$ cat src/rtl/rsa_pkg.sv
// ---------------------------------------------------------------------------
// rsa_pkg -- shared definitions for the RSA sequencer slice.
//   * widths of the request/datapath data and of the result
//   * power-up value of the datapath exponent (mirrored by the shadow copy)
//   * command opcode enum and FSM state encoding
// ---------------------------------------------------------------------------
package rsa_pkg;

   localparam int RSA_DATA_W  = 13;
   localparam int RSA_OUT_W   = 16;
   localparam int RSA_E_RESET = 17;

   typedef enum logic [1:0] {
      OP_ENC  = 2'b00,
      OP_LD_E = 2'b01,
      OP_LD_N = 2'b10,
      OP_RSVD = 2'b11
   } op_e;

   typedef logic [2:0] state_t;

   localparam state_t ST_IDLE  = 3'd0;
   localparam state_t ST_LOAD  = 3'd1;
   localparam state_t ST_INIT  = 3'd2;
   localparam state_t ST_CHECK = 3'd3;
   localparam state_t ST_MUL   = 3'd4;
   localparam state_t ST_MOD   = 3'd5;
   localparam state_t ST_FIN   = 3'd6;
   localparam state_t ST_RESP  = 3'd7;

endpackage

$ cat src/rtl/rsa_loop_watchdog.sv
// ---------------------------------------------------------------------------
// rsa_loop_watchdog -- counts multiply passes of one encryption and flags
// when the count reaches MAX_ITER. Only instantiated when TIMEOUT_EN is
// defined.
//   clk, rst_n : clock, asynchronous active-low reset
//   clear      : restart the count (encryption initialise cycle)
//   inc        : one multiply pass taken
//   expired    : count has reached MAX_ITER
// ---------------------------------------------------------------------------
module rsa_loop_watchdog #(
   parameter int MAX_ITER = 65535
) (
   input  logic clk,
   input  logic rst_n,
   input  logic clear,
   input  logic inc,
   output logic expired
);

   localparam int CNT_W = $clog2(MAX_ITER + 1);

   logic [CNT_W-1:0] cnt_q;

   // NOTE: state registers use non-blocking assignments so every flop samples
   // pre-edge values regardless of block evaluation order.
   always_ff @(posedge clk or negedge rst_n) begin
      if (!rst_n) begin
         cnt_q <= '0;
      end else if (clear) begin
         cnt_q <= '0;
      end else if (inc && !expired) begin
         cnt_q <= cnt_q + 1'b1;
      end
   end

   assign expired = (cnt_q >= CNT_W'(MAX_ITER));

endmodule

$ cat src/rtl/rsa_sequencer.sv
// ---------------------------------------------------------------------------
// rsa_sequencer -- command FSM for the RSA modular-exponentiation datapath.
// Accepts encrypt / load-e / load-n commands, sequences the datapath strobes
// (initialise, multiply/modulo loop, done, e/n updates) and returns one
// response per command.
//
// Ports:
//   clk, rst_n                         clock, asynchronous active-low reset
//   req_valid/req_ready/req_op/req_data  command port (valid/ready)
//   rsp_valid/rsp_ready/rsp_data/rsp_err response port (valid/ready)
//   busy                               high whenever not idle
//   dp_data                            registered command data to datapath
//   dp_initialize .. dp_update_n       one-cycle datapath strobes
//   dp_mult_done, dp_output_data       datapath status and result
//
// Optional build macro TIMEOUT_EN: bounds the multiply/modulo loop at
// MAX_ITER passes and aborts the encryption with rsp_err=1 when reached.
// ---------------------------------------------------------------------------
module rsa_sequencer
   import rsa_pkg::*;
#(
   parameter int DATA_W  = RSA_DATA_W,
   parameter int OUT_W   = RSA_OUT_W,
   parameter int E_RESET = RSA_E_RESET
`ifdef TIMEOUT_EN
   ,
   parameter int MAX_ITER = 65535
`endif
) (
   input  logic              clk,
   input  logic              rst_n,
   input  logic              req_valid,
   output logic              req_ready,
   input  logic [1:0]        req_op,
   input  logic [DATA_W-1:0] req_data,
   output logic              rsp_valid,
   input  logic              rsp_ready,
   output logic [OUT_W-1:0]  rsp_data,
   output logic              rsp_err,
   output logic              busy,
   output logic [DATA_W-1:0] dp_data,
   output logic              dp_initialize,
   output logic              dp_en_multiply,
   output logic              dp_en_modulo,
   output logic              dp_done,
   output logic              dp_update_e,
   output logic              dp_update_n,
   input  logic              dp_mult_done,
   input  logic [OUT_W-1:0]  dp_output_data
);

   state_t            state_q, state_d;
   op_e               op_q;
   logic [DATA_W-1:0] data_q;
   logic [DATA_W-1:0] e_shadow_q;   // tracks the datapath exponent
   logic              err_q;        // response is an error
   logic              pass_q;       // response carries datapath output
   logic              timeout;

`ifdef TIMEOUT_EN
   rsa_loop_watchdog #(
      .MAX_ITER (MAX_ITER)
   ) u_watchdog (
      .clk     (clk),
      .rst_n   (rst_n),
      .clear   (state_q == ST_INIT),
      .inc     (state_q == ST_MUL),
      .expired (timeout)
   );
`else
   assign timeout = 1'b0;
`endif

   // NOTE: next state gets a default before the case so no path leaves it
   // unassigned, which would otherwise infer a latch.
   always_comb begin
      state_d = state_q;
      case (state_q)
         ST_IDLE: begin
            if (req_valid) begin
               case (op_e'(req_op))
                  // A zero exponent would wrap the datapath iteration count.
                  OP_ENC:           state_d = (e_shadow_q == '0) ? ST_RESP : ST_INIT;
                  OP_LD_E, OP_LD_N: state_d = ST_LOAD;
                  default:          state_d = ST_RESP;
               endcase
            end
         end
         ST_LOAD:  state_d = ST_RESP;
         ST_INIT:  state_d = ST_CHECK;
         ST_CHECK: begin
            if (dp_mult_done)  state_d = ST_FIN;
            else if (timeout)  state_d = ST_RESP;
            else               state_d = ST_MUL;
         end
         ST_MUL:   state_d = ST_MOD;
         ST_MOD:   state_d = ST_CHECK;
         ST_FIN:   state_d = ST_RESP;
         ST_RESP:  if (rsp_ready) state_d = ST_IDLE;
         default:  state_d = ST_IDLE;
      endcase
   end

   always_ff @(posedge clk or negedge rst_n) begin
      if (!rst_n) begin
         state_q    <= ST_IDLE;
         op_q       <= OP_ENC;
         data_q     <= '0;
         e_shadow_q <= DATA_W'(E_RESET);
         err_q      <= 1'b0;
         pass_q     <= 1'b0;
      end else begin
         state_q <= state_d;
         case (state_q)
            ST_IDLE: begin
               if (req_valid) begin
                  data_q <= req_data;
                  op_q   <= op_e'(req_op);
                  // Only rejected commands jump straight to RESP from IDLE.
                  err_q  <= (state_d == ST_RESP);
                  pass_q <= 1'b0;
               end
            end
            ST_LOAD: begin
               if (op_q == OP_LD_E) e_shadow_q <= data_q;
            end
            ST_CHECK: begin
               if (state_d == ST_RESP) begin
                  err_q  <= 1'b1;
                  pass_q <= 1'b0;
               end
            end
            ST_FIN: begin
               err_q  <= 1'b0;
               pass_q <= 1'b1;
            end
            default: ;
         endcase
      end
   end

   assign req_ready      = (state_q == ST_IDLE);
   assign busy           = (state_q != ST_IDLE);
   assign dp_data        = data_q;

   assign dp_initialize  = (state_q == ST_INIT);
   assign dp_en_multiply = (state_q == ST_MUL);
   assign dp_en_modulo   = (state_q == ST_MOD);
   assign dp_done        = (state_q == ST_FIN);
   assign dp_update_e    = (state_q == ST_LOAD) && (op_q == OP_LD_E);
   assign dp_update_n    = (state_q == ST_LOAD) && (op_q == OP_LD_N);

   assign rsp_valid      = (state_q == ST_RESP);
   assign rsp_err        = rsp_valid && err_q;
   assign rsp_data       = (rsp_valid && pass_q) ? dp_output_data : '0;

endmodule

$ cat config.mk
export PLATFORM = sky130hd
export DESIGN_NAME = rsa_sequencer
export DESIGN_NICKNAME = d
export VERILOG_FILES = /design/src/rtl/rsa_pkg.sv /design/src/rtl/rsa_loop_watchdog.sv /design/src/rtl/rsa_sequencer.sv
export SDC_FILE = /design/constraint.sdc
export NUM_CORES = 1
export LEC_CHECK = 0
export ABC_AREA = 0
export CAP_MARGIN = 20
export CORE_ASPECT_RATIO = 0.6
export CORE_UTILIZATION = 25
export CTS_BUF_LIST = sky130_fd_sc_hd__clkbuf_8
export CTS_CLUSTER_DIAMETER = 150
export CTS_CLUSTER_SIZE = 20
export DETAILED_ROUTE_END_ITERATION = 12
export SLEW_MARGIN = 0
export SYNTH_ARGS = -nofsm -noshare
export SYNTH_HDL_FRONTEND = slang
export SYNTH_SLANG_ARGS = --single-unit
export TNS_END_PERCENT = 50
$ cat constraint.sdc
create_clock -name clk -period 2.6 [get_ports clk]
set_clock_uncertainty 0.2 [all_clocks]
set_input_delay 0.39 -clock clk [delete_from_list [all_inputs] [get_ports clk]]
set_output_delay 0.39 -clock clk [all_outputs]
set_load 0.005 [all_outputs]
# Yosys cells after proc, flatten, opt, wreduce, memory -nomap -nowiden
# Cells that the tools add are included.
[word_totals]
reg_bits = 33
inputBits = 36
out_inout_bits = 39
word_cells = 48
[classes]
n_eq_ne = 14
mux = 13
reduce_logical = 15
[ops]
columns = ["cell", "n"]
rows = [
  ["$pmux W3 S6", 1],
  ["$mux W16", 1],
  ["$eq A3 B3 Y1 const B", 5],
  ["$logic_not A13 Y1", 1],
  ["$mux W3", 3],
  ["$eq A3 B2 Y1 const B", 2],
  ["$pmux W1 S3", 2],
  ["$pmux W3 S2", 1],
  ["$reduce_bool A3 Y1", 2],
  ["$reduce_or A2 Y1", 3],
  ["$eq A2 B1 Y1 const B", 2],
  ["$eq A2 B2 Y1 const B", 2],
  ["$logic_and A1 B1 Y1", 4],
  ["$mux W1", 4],
  ["$ne A2 B2 Y1 const B", 2],
  ["$reduce_and A2 Y1", 2],
  ["$eq A3 B1 Y1 const B", 1],
  ["$logic_not A3 Y1", 1],
  ["$reduce_and A3 Y1", 1],
  ["$logic_not A2 Y1", 1],
  ["$mux W2", 1],
]

# Depth between registers and ports, before layout
[depth]
ltp_word = 8
mapped_depth = 5

# Worst setup path before layout
# OpenSTA, ideal clock, no wires.
[synth_timing]
path_type = "reg-to-output"
from = "register state_q[1]"
to = "output port dp_update_e"
arrival_ns = 1.425
required_ns = 2.010
setup_slack_ns = 0.585
stages_incl_launch_ff = 6
n_path_buf = 2
cell_sequence = "dfrtp_1 > or3b_1 > or3b_1 > buf_2 > buf_6 > inv_1"
[synth_via]
elab_chain_cells = 2
[synth_rtl]
columns = ["item", "line", "text"]
rows = [
  ["start, declared", "rsa_sequencer.sv:52", "state_t state_q, state_d;"],
  ["start signal, assigned", "rsa_sequencer.sv:113", "state_q <= state_d;"],
  ["$eq A3 B1 Y1", "rsa_sequencer.sv:150", "assign dp_update_e = (state_q == ST_LOAD) && (op_q == OP_LD_E);"],
  ["$logic_and A1 B1 Y1", "rsa_sequencer.sv:150", ""],
  ["end, declared", "rsa_sequencer.sv:46", "output logic dp_update_e,"],
]
# Every way passes these cells.

# Worst setup path after layout
[layout_timing]
from = "register state_q[2]"
to = "output port rsp_data[0]"
[layout_via]
elab_chain_cells = 3
[layout_rtl]
columns = ["item", "line", "text"]
rows = [
  ["$eq A3 B3 Y1", "rsa_sequencer.sv:153", "assign rsp_valid = (state_q == ST_RESP);"],
  ["$logic_and A1 B1 Y1", "rsa_sequencer.sv:155", "assign rsp_data = (rsp_valid && pass_q) ? dp_output_data : '0;"],
  ["$mux W16", "rsa_sequencer.sv:155", ""],
  ["end, declared", "rsa_sequencer.sv:38", "output logic [OUT_W-1:0] rsp_data,"],
]
# Every way passes these cells.

==> impl_metrics.json <==
{
  "die_y_um": 63.6,
  "row_count": 22,
  "dp_hpwl_um": 2800,
  "first_pass_iters": 4,
  "insertion_delay_ns": 0.28,
  "clk_pin_slew_ns": 0.07,
  "multiInputGateArea_um2": 691,
  "grt_first_pass_wirelength_um": 6200,
  "synth_top_family_by_area": "simple AND/OR/NAND/NOR gates",
  "io_pins": 75,
  "worst-setup-path-type": "flop to primary output",
  "min_period_over_period_pct": 94.4,
  "overflow": 0,
  "use_met3_pct": 4.24,
  "hold_class": "flop to flop",
  "num_antenna_cells": 0,
  "holdWs_ns": 0.301,
  "drtAntennaViolNets": 0,
  "crit_slowest_cell": "clkdlybuf4s50_1",
  "htree_levels": 2,
  "dr_total_vias": 1340,
  "syn_inst": 158,
  "ys_types": 29,
  "fin_tns_setup_ns": 0,
  "synthMuxAreaShare_pct": 11.4,
  "design.core.area_um2": 6110,
  "fmax_mhz": 407,
  "register_area_um2": 828,
  "drv_slew": 0,
  "yosysSeqAreaShare_pct": 52.4,
  "layout.cells.most_common": "clkdlybuf4s50_1",
  "power_density_nw_per_um2": 968,
  "synthAdderAreaFrac_pct": 1.58,
  "grt_util_met2_pct": 15.9,
  "placed_cell_area_um2": 2440,
  "synth_area_per_cell_um2": 10.0,
  "wl_per_cell_um": 11.8,
  "start_util_pct": 25.9,
  "via_per_inst": 4.19,
  "setup_violations": 0,
  "worst_setup_path_start_kind": "flop",
  "io_buffers": 74,
  "cp_data_arrival_time_ns": 1.86,
  "synth_warnings": 0,
  "placed_cells": 312,
  "design_area_um2": 2550,
  "critPathTopFamily": "buffers and inverters",
  "fill_cells": 609,
  "cap_violations": 0,
  "synth-xor-area-share_pct": 0,
  "die_w_um": 105,
  "first_iter_violations": 55,
  "p_leak_nw": 1.24,
  "synth_area_um2": 1580,
  "cp_num_buf_inv": 2,
  "path_cells": "buf_4 -> and3_2 -> and3_1 -> clkdlybuf4s50_1",
  "path_max_fanout": 18,
  "grt.busiest_layer": "met1",
  "area_growth_syn_to_layout_pct": 61.6,
  "synth-compound-area-share_pct": 3.48,
  "grt_max_degree": 34,
  "fin_util_pct": 41.8,
  "ys_ff_latch": 33,
  "clockBufferDepth": 2,
  "synthesis.nets": 196,
  "gp_congestion": 0.733,
  "worst_pin_slew_ns": 0.405,
  "cts_made_buffers": 5,
  "end_kind": "primary output",
  "drive_gt1_share_pct": 13.6,
  "die-area_um2": 6660,
  "root_buffer": "clkbuf_8",
  "slowest_delay_ns": 0.50,
  "status": "complete, no violations",
  "grt_usage_pct": 11.9,
  "clkSinkCount": 33,
  "grt_pass1_vias": 1236,
  "rsz0062_at_grt": "false",
  "finalNonFillerCells": 320,
  "relSlewSlack_pct": 73.0,
  "yosys.area_share.simple_pct": 26.6,
  "finalCriticalPeriod_ns": 2.45,
  "antenna_found_initial": 0,
  "drc": 0,
  "finalHoldViolCount": 0,
  "peakVddDrop_v": 0.000393,
  "cts_tree": "yes",
  "routed_wl_um": 3770,
  "grtUsageMet1_pct": 17.5,
  "worstPathRequired_ns": 2.01,
  "fin_nets": 273,
  "mostFrequentLayoutCells": "clkdlybuf4s50_1 (73), nand2_1 (45), dfrtp_1 (31), and3_1 (16), mux2_4 (9)"
}
per-stage QoR:
stage	setup WS, ns	power, mW
3_5_place_dp	0.280	2.00
6_report	0.145	2.47
5_1_grt	0.0297	2.66
4_1_cts	0.109	2.51
3_3_place_gp	0.308	1.99
2_1_floorplan	0.585	1.38
sequential cells by signal (all words and copies together), names as in the netlist:
register,cells
op_q,2
pass_q,1
state_q,3
e_shadow_q,13
err_q,1
dp_data,13
Yosys cell counts:
cell,number,area [µm²]
clkbuf_1,9,33.8
a21oi_1,2,10.0
nor4_1,2,12.5
nand3b_1,1,7.51
o31ai_1,1,7.51
dfrtp_1,31,776
and2_1,2,12.5
mux2_2,4,45.0
ha_1,2,25.0
nor4b_1,2,17.5
a41oi_1,1,8.76
o21ai_0,2,10.0
buf_2,1,5.00
nor3b_1,2,15.0
nand3_1,1,5.00
nor2b_1,2,12.5
or4b_1,1,10.0
or3_1,1,6.26
nor3_1,1,5.00
inv_1,6,22.5
or3b_1,2,17.5
buf_6,1,11.3
nand2_1,45,169
o22ai_1,3,18.8
nor2_1,4,15.0
mux2_4,9,135
and3_1,17,106
and3b_1,1,8.76
dfstp_2,2,52.6
power breakdown:
group | leakage [nW] | internal, mW | switching, mW | total (mW)
combinational | 0.763 | 0.695 | 0.390 | 1.09
sequential | 0.410 | 0.735 | 0.167 | 0.902
clock | 0.0626 | 0.308 | 0.177 | 0.485
total | 1.24 | 1.74 | 0.734 | 2.47
layer usage:
| layer | part of all wire, % | wire length [µm] |
|---|---|---|
| met5 | 0 | 0 |
| met2 | 40 | 1500 |
| met3 | 7.0 | 263 |
| met4 | 0.50 | 19 |
| met1 | 53 | 1990 |
worst paths after layout:
path,from,endpoint,slack (ns),cells after the start
hold reg to reg,op_q[0],op_q[0],0.30,2
setup reg to reg,state_q[1],e_shadow_q[6],0.59,4
max in group asynchronous,rst_n,e_shadow_q[4],1.57,2
hold / removal,op_q[0],op_q[0],0.30,2
min in group asynchronous,rst_n,e_shadow_q[10],0.31,2
setup / recovery,state_q[2],rsp_data[0],0.15,4
cells by family (layout without fill, tap and decap cells):
group / count (synthesis) / after routing
AOI/OAI and AO/OA: 9 / 9
adders and majority gates: 2 / 2
buffers and inverters: 17 / 95
DFF: 33 / 33
muxes: 13 / 13
and+or+nand+nor: 84 / 84
final cells by class:
class / instances / share of cell area [%]
clock buffer: 6 / 3.23
inverter: 6 / 0.881
tap: 84 / 4.11
multi-input combinational: 108 / 27.0
clock inverter: 2 / 1.32
timing repair buffer: 81 / 31.0
sequential: 33 / 32.4
tightest hold or removal path, delay by kind of cell (launching register included):
family,cells,cell delay (ns)
AOI/OAI and AO/OA,1,0.06
DFF,1,0.36
and+or+nand+nor,1,0.05
repair_timing:
item                                   in CTS  in global routing
gates resized for setup                     3                  0
hold buffers                                0                  0
setup buffers                               0                  0
endpoints found under the hold margin       0                  0
setup endpoints to repair                   2                  0
No activity file was read; power rests on OpenSTA's default activity.
